==> src/rtl/if_stage.sv <==
// if_stage: MIPS instruction fetch with PC, IF/ID register, stall and branch/jump redirects.
// Optional IF_RANGE_CHECK_EN adds a sticky fetch_fault for PCs beyond the instruction memory.
module if_stage #(
  parameter logic [31:0] RESET_PC = 32'h0000_0000,
  parameter int          IM_AW    = 6,
  parameter logic [31:0] NOP_WORD = 32'h0000_0000
) (
  input  logic             clk,
  input  logic             rst,
  input  logic             stall,
  input  logic             branch_taken,
  input  logic [31:0]      branch_target,
  input  logic             jump,
  input  logic [31:0]      jump_target,
  output logic [IM_AW-1:0] im_addr,
  input  logic [31:0]      im_data,
  output logic [31:0]      pc,
  output logic [31:0]      if_id_instr,
  output logic [31:0]      if_id_pc4,
  output logic             if_id_valid,
`ifdef IF_RANGE_CHECK_EN
  output logic             fetch_fault,
`endif
  output logic [31:0]      fetch_count
);
  typedef enum logic {BOOT, RUN} state_t;
  state_t state;
  logic [31:0] pc_inc;
  assign pc_inc  = pc + 32'd4;
  assign im_addr = pc[IM_AW+1:2];
`ifdef IF_RANGE_CHECK_EN
  logic oor;
  assign oor = |pc[31:IM_AW+2];
`endif
  always_ff @(posedge clk) begin
    if (rst) begin
      state       <= BOOT;
      pc          <= RESET_PC;
      if_id_instr <= NOP_WORD;
      if_id_pc4   <= 32'd0;
      if_id_valid <= 1'b0;
      fetch_count <= 32'd0;
`ifdef IF_RANGE_CHECK_EN
      fetch_fault <= 1'b0;
`endif
    end else if (state == BOOT) begin
      state <= RUN;
    end else if (branch_taken || jump) begin
      // branch is the older instruction, so it wins over a same-cycle jump
      pc          <= (branch_taken ? branch_target : jump_target) & ~32'd3;
      if_id_instr <= NOP_WORD;
      if_id_pc4   <= 32'd0;
      if_id_valid <= 1'b0;
    end else if (!stall) begin
      pc <= pc_inc;
`ifdef IF_RANGE_CHECK_EN
      if (oor) begin
        fetch_fault <= 1'b1;
        if_id_instr <= NOP_WORD;
        if_id_pc4   <= 32'd0;
        if_id_valid <= 1'b0;
      end else
`endif
      begin
        if_id_instr <= im_data;
        if_id_pc4   <= pc_inc;
        if_id_valid <= 1'b1;
        fetch_count <= fetch_count + 32'd1;
      end
    end
  end
endmodule
==> config.mk <==
export PLATFORM = sky130hd
export DESIGN_NAME = if_stage
export DESIGN_NICKNAME = d
export VERILOG_FILES = /design/src/rtl/if_stage.sv
export SDC_FILE = /design/constraint.sdc
export NUM_CORES = 1
export LEC_CHECK = 0
export CORE_MARGIN = 4
export CORE_UTILIZATION = 40
export CTS_CLUSTER_DIAMETER = 30
export CTS_CLUSTER_SIZE = 28
export DETAILED_ROUTE_END_ITERATION = 8
export GPL_TIMING_DRIVEN = 0
export PLACE_DENSITY = 0.85
export RECOVER_POWER = 100
export SLEW_MARGIN = 40
export SYNTH_ARGS = -nofsm -noshare
export SYNTH_HDL_FRONTEND = slang
export SYNTH_SLANG_ARGS = --single-unit
==> constraint.sdc <==
create_clock -name clk -period 1.9 [get_ports clk]
set_input_delay 0.38 -clock clk [delete_from_list [all_inputs] [get_ports clk]]
set_output_delay 0.38 -clock clk [all_outputs]
set_load 0.1 [all_outputs]
======== Yosys cells after proc, flatten, opt, wreduce, memory -nomap -nowiden ========
Index checks and enable logic that the tools add are counted.
word-level totals
  logic and storage cells ................. 23
  register bits ........................... 130
  output and inout bits ................... 135
  input bits .............................. 101
operators by class
  multiplexer cells ....................... 9
  reductions and logical operators ........ 3
  equal/unequal tests ..................... 1
  add/subtract/negate cells ............... 2
  bitwise gates (word level) .............. 2
operators by type and width
  kind                     count
  $mux W32                 6
  $add A32 B1 Y32 const B  1
  $add A32 B3 Y32 const B  1
  $mux W1                  3
  $reduce_and A3 Y1        1
  $ne A2 B1 Y1 const B     1
  $not A1 Y1               2
  $reduce_and A2 Y1        1
  $logic_or A1 B1 Y1       1

======== Logic depth before layout (Yosys ltp) ========
  word-level depth ........................ 3
  gate-level depth with buffers ........... 8
  mapped depth without buffers ............ 6

======== Least setup slack after synthesis ========
Ideal clock, no wire load.
  kind .................................... flip-flop to flip-flop
  from .................................... register pc[2]
  to ...................................... register pc[24]
  setup slack ............................. -0.848 ns
  arrival ................................. 2.678 ns
  setup time .............................. 0.070 ns
  period minus slack after synthesis ...... 2.748 ns
  required time ........................... 1.830 ns
  path buffers ............................ 0
  cell stages (with the launch flop) ...... 7
  path through ............................ dfxtp_1 > ha_1 > nand3_2 > nor4_4 > nand3_1 > o32a_1 > o21ai_1
on the way
  longest elaborated chain between the ends .. 3
RTL lines
  element                 RTL line  RTL
  start, declared         17        output logic [31:0] pc,
  start signal, assigned  50        pc <= (branch_taken ? branch_target : jump_target) & ~32'd3;
  start signal, assigned  55        pc <= pc_inc;
  $add A32 B3 Y32         29        assign pc_inc = pc + 32'd4;
  $mux W32                54        end else if (!stall) begin
  $mux W32                48        end else if (branch_taken || jump) begin
Every way passes these cells. The select of a mux whose other input is x is not followed.
A chain may end at the register's enable or synchronous reset.

======== Final worst setup path ========
  from .................................... register pc[13]
  to ...................................... register pc[21]
The elaborated chain is that of the path after synthesis.

==> results.md <==
GRT:
- The global routing usage summed across all routing layers is 25.3%.
- The initial antenna violation count came to 0.
- The global-route congestion overflow total is 0.
- The number of global-route vias before repair is around 6600.
- The first-pass GRT wire length is 35200 um.
- Entering global routing, the biggest net connects 17 pins.

Drt:
- The total number of vias is 6833.
- The number of optimization iterations in the first detailed-route pass is 5.
- The average via count per standard cell is 5.60.
- In this run, the number of DRC markers left after iteration 0 of detailed routing was just over 600.
- After detailed routing, the total wire length is 22900 um.
- Dividing the detail-routed wire length by the instance count gives 18.7 um.
- The remaining design rule violation count is 0.
- The number of nets still failing antenna checks after routing is 0.

CTS:
- The number of buffers on the longest clock path is 2.
- The total clock sinks is 127.
- The tree is rooted in a clkbuf_16.
- Buffers inserted during clock tree synthesis total 17.
- The hold buffer count at CTS is 0.
- Clock-pin slew was measured on the worst setup and hold paths at 0.06 ns.
- TritonCTS built the clock tree.
- At the later pin of the worst-skew pair, clock insertion delay measures 0.43 ns.
- The count of H-tree levels built during CTS is 4.

Die:
- The height of the die is 132 um.
- The floorplan step defined a die boundary enclosing 17500 sq um.
- The initial standard-cell utilization of the core is 40.8%.
- From left edge to right edge, the die measures 132 um.
- After floorplanning, the core was sized to cover 15100 sq um.
- During I/O placement, the number of pins put on the boundary was 236.
- The number of rows created at floorplan is 45.

Placement:
- Input and output buffers added on the ports amount to 226.
- The HPWL after detailed placement is 16800 um.
- The global placement routability congestion is around 0.91.

STA:
- Setup repair after global routing could not meet its margin everywhere.
- The final setup violation count is 0.
- In this run the tightest slew margin relative to its limit is 51.6%.
- The final critical path takes up 97.5% of the cycle.
- The maximum clock skew at final layout is 0.00892 ns.
- The number of endpoints with negative hold slack in the final report came to 0.
- The pin slew with the least headroom to its limit is about 0.73 ns.
- The count of final max-slew check failures is 0.
- The worst path needs 1.85 ns of the cycle, external delays included.
- Based on the critical path, the design can be clocked at up to around 540 MHz.

Power:
- The maximum vdd drop is 0.524 mV.
- Registers are responsible for 36.2% of the overall power.
- The completed layout was analyzed and its total power is 7.78 mW.
- The leakage power figure is 3.64 nW.
- The clock group share of total power is around 46%.
- The switching part of the total is 30.4%.
- The internal portion of the total power is 5.41 mW.
- Dividing total power by cell area gives a power density of 853 nW/um^2.
- Summed over all nets, the switching power comes to roughly 2.4 mW.
- Per report_power, the combinational group accounts for 18.1% of the total.

Cells and area:
- The number of antenna cells inserted is 0.
- The signed area change from the synthesized netlist to the final layout is 47.6%.
- The layout cell share with drive strength beyond 1 is 29.7%.
- The number of fill cells in the layout is 1373.
- Once layout is complete, the utilization of the core stands at between 60% and 70%.
- In the final design database the tool counted 1123 nets.

Logic synthesis:
- The number of synthesized register bits is 127.
- The count of distinct cell types in the synthesized netlist is 57.
- The proportion of register bits with asynchronous set or reset after synthesis is 0%.
- The netlist area before placement is 6180 sq um.
- The yosys synthesis warning count is 0.
- The dominant register cell in the synthesized netlist is dfxtp_1.
- The share of the Yosys chip area taken by registers is 41.2%.
- In this run, synthesis inferred 0 flip-flops with an integrated enable.
- Counting every instance in the synthesized netlist gives 757.
- The post-synthesis average cell area is 8.16 sq um.

Hold path:
- The path class of the tightest hold or removal check is reg -> reg.

Setup path:
- The maximum fanout along the worst path is 7.
- The worst setup path is captured at a flop.
- The data arrival time of the critical path is 2.20 ns.
- The category of the worst setup path launch point is a flop.
- The worst setup path category is reg -> reg.
- At the worst endpoint, the required time is 2.25 ns.

Flow run:
- Across the run, the number of max-cap violations was 0.

Outcome:
- The run finished with clean final reports.
-- worst max-delay path: stages, from the launching register on --
cell	delay (ns)
dfxtp_4	0.34
clkbuf_8	0.14
nand4_1	0.24
buf_4	0.22
nor3_1	0.17
nand2_1	0.12
or4_1	0.42
a31oi_1	0.13
-- sequential cells by signal, summed over array words and instances, names as in the netlist --
register	flops
fetch_count	32
if_id_instr	32
if_id_pc4	31
if_id_valid	1
pc	30
state	1
-- cell usage after synthesis, types with 7 or more instances --
library cell | number | share of area [%]
a21oi_1 | 64 | 5.2
a221o_1 | 7 | 1.1
a22oi_1 | 13 | 1.6
and3_1 | 10 | 1.0
and4_1 | 8 | 1.1
buf_1 | 7 | 0.43
buf_2 | 17 | 1.4
buf_4 | 10 | 1.2
clkbuf_1 | 37 | 2.2
dfxtp_1 | 127 | 41
inv_1 | 12 | 0.73
nand2_1 | 91 | 5.5
nand3_1 | 61 | 4.9
nand4_1 | 16 | 1.6
nor2_1 | 57 | 3.5
nor3_1 | 11 | 0.89
nor4_1 | 9 | 0.91
o211ai_1 | 8 | 0.97
o21ai_0 | 47 | 3.8
o21ai_1 | 7 | 0.57
o22ai_1 | 7 | 0.71
o31ai_1 | 7 | 0.85
xnor2_1 | 34 | 4.8
xor2_1 | 19 | 2.7
-- power groups by stage --
stage / registers, mW / logic [mW] / clock network (mW)
finish: 2.81 / 1.41 / 3.56
global route: 2.83 / 1.47 / 3.71
CTS: 2.80 / 1.41 / 3.59
detailed placement: 2.86 / 1.39 / 0
global placement: 2.85 / 1.46 / 0
floorplan: 3.34 / 0.462 / 0
-- worst paths after layout --
| kind | startpoint | to | slack [ns] | depth (start not counted) |
|---|---|---|---|---|
| hold reg to reg | if_id_instr[14] | if_id_instr[14] | 0.45 | 2 |
| setup / recovery | pc[13] | pc[21] | 0.05 | 7 |
| setup reg to reg | pc[13] | pc[21] | 0.05 | 7 |
| hold / removal | if_id_instr[14] | if_id_instr[14] | 0.45 | 2 |
-- routing by layer --
layer	wire (um)	share of wire, %	global-route usage [%]
met5	0	0	0
met4	924	4.0	12.9
met3	2080	9.1	7.79
met2	10600	46	41.0
met1	9320	41	30.3
-- metrics by stage --
step | hold slack [ns] | setup TNS [ns] | setup WS [ns] | cells | instance area [sq um]
after floorplan | 0.499 | -0.908 | -0.139 | 758 | 6380
after detailed placement | 0.440 | -61.09 | -0.654 | 1172 | 8210
after CTS | 0.449 | 0 | 0.00419 | 1213 | 8980
final | 0.449 | 0 | 0.0481 | 1221 | 9120
after global routing | 0.469 | -0.149 | -0.0362 | 1221 | 9120
after global placement | 0.436 | -61.09 | -0.625 | 1172 | 8870
-- repair_timing --
item | CTS | global route
setup endpoints to repair | 103 | 92
gates resized for setup | 13 | 23
buffers inserted | 9 | 11
pin swaps | 4 | 9
-- final cells by class --
class                      count  area [sq um]  share of cell area [%]
buffer                        69           362                    3.97
clock buffer                  21           503                    5.52
clock inverter                11           149                    1.63
inverter                      12          45.0                   0.494
multi-input combinational    547          3390                    37.2
sequential                   127          2690                    29.5
tap                          188           235                    2.58
timing repair buffer         246          1750                    19.2
-- cells in the final DEF, fill, tap and decap left out, drive strengths merged, types with 20 or more instances in the layout --
cell,n
clkbuf,163
dfxtp,127
clkdlybuf4s50,92
nand2,92
buf,80
a21oi,64
nand3,62
nor2,58
o21ai,54
xnor2,34
nand4,20
-- cell families after synthesis --
logic type / share of synthesized area [%]
other: 0.0607
buffers and inverters: 6.08
flip-flops: 41.2
AO/OA/AOI/OAI: 19.1
multiplexers: 0.486
XOR/XNOR: 7.52
AND/OR/NAND/NOR: 25.2
adder cells (fa/ha/maj): 0.405
(Power assumes the default switching activity.)
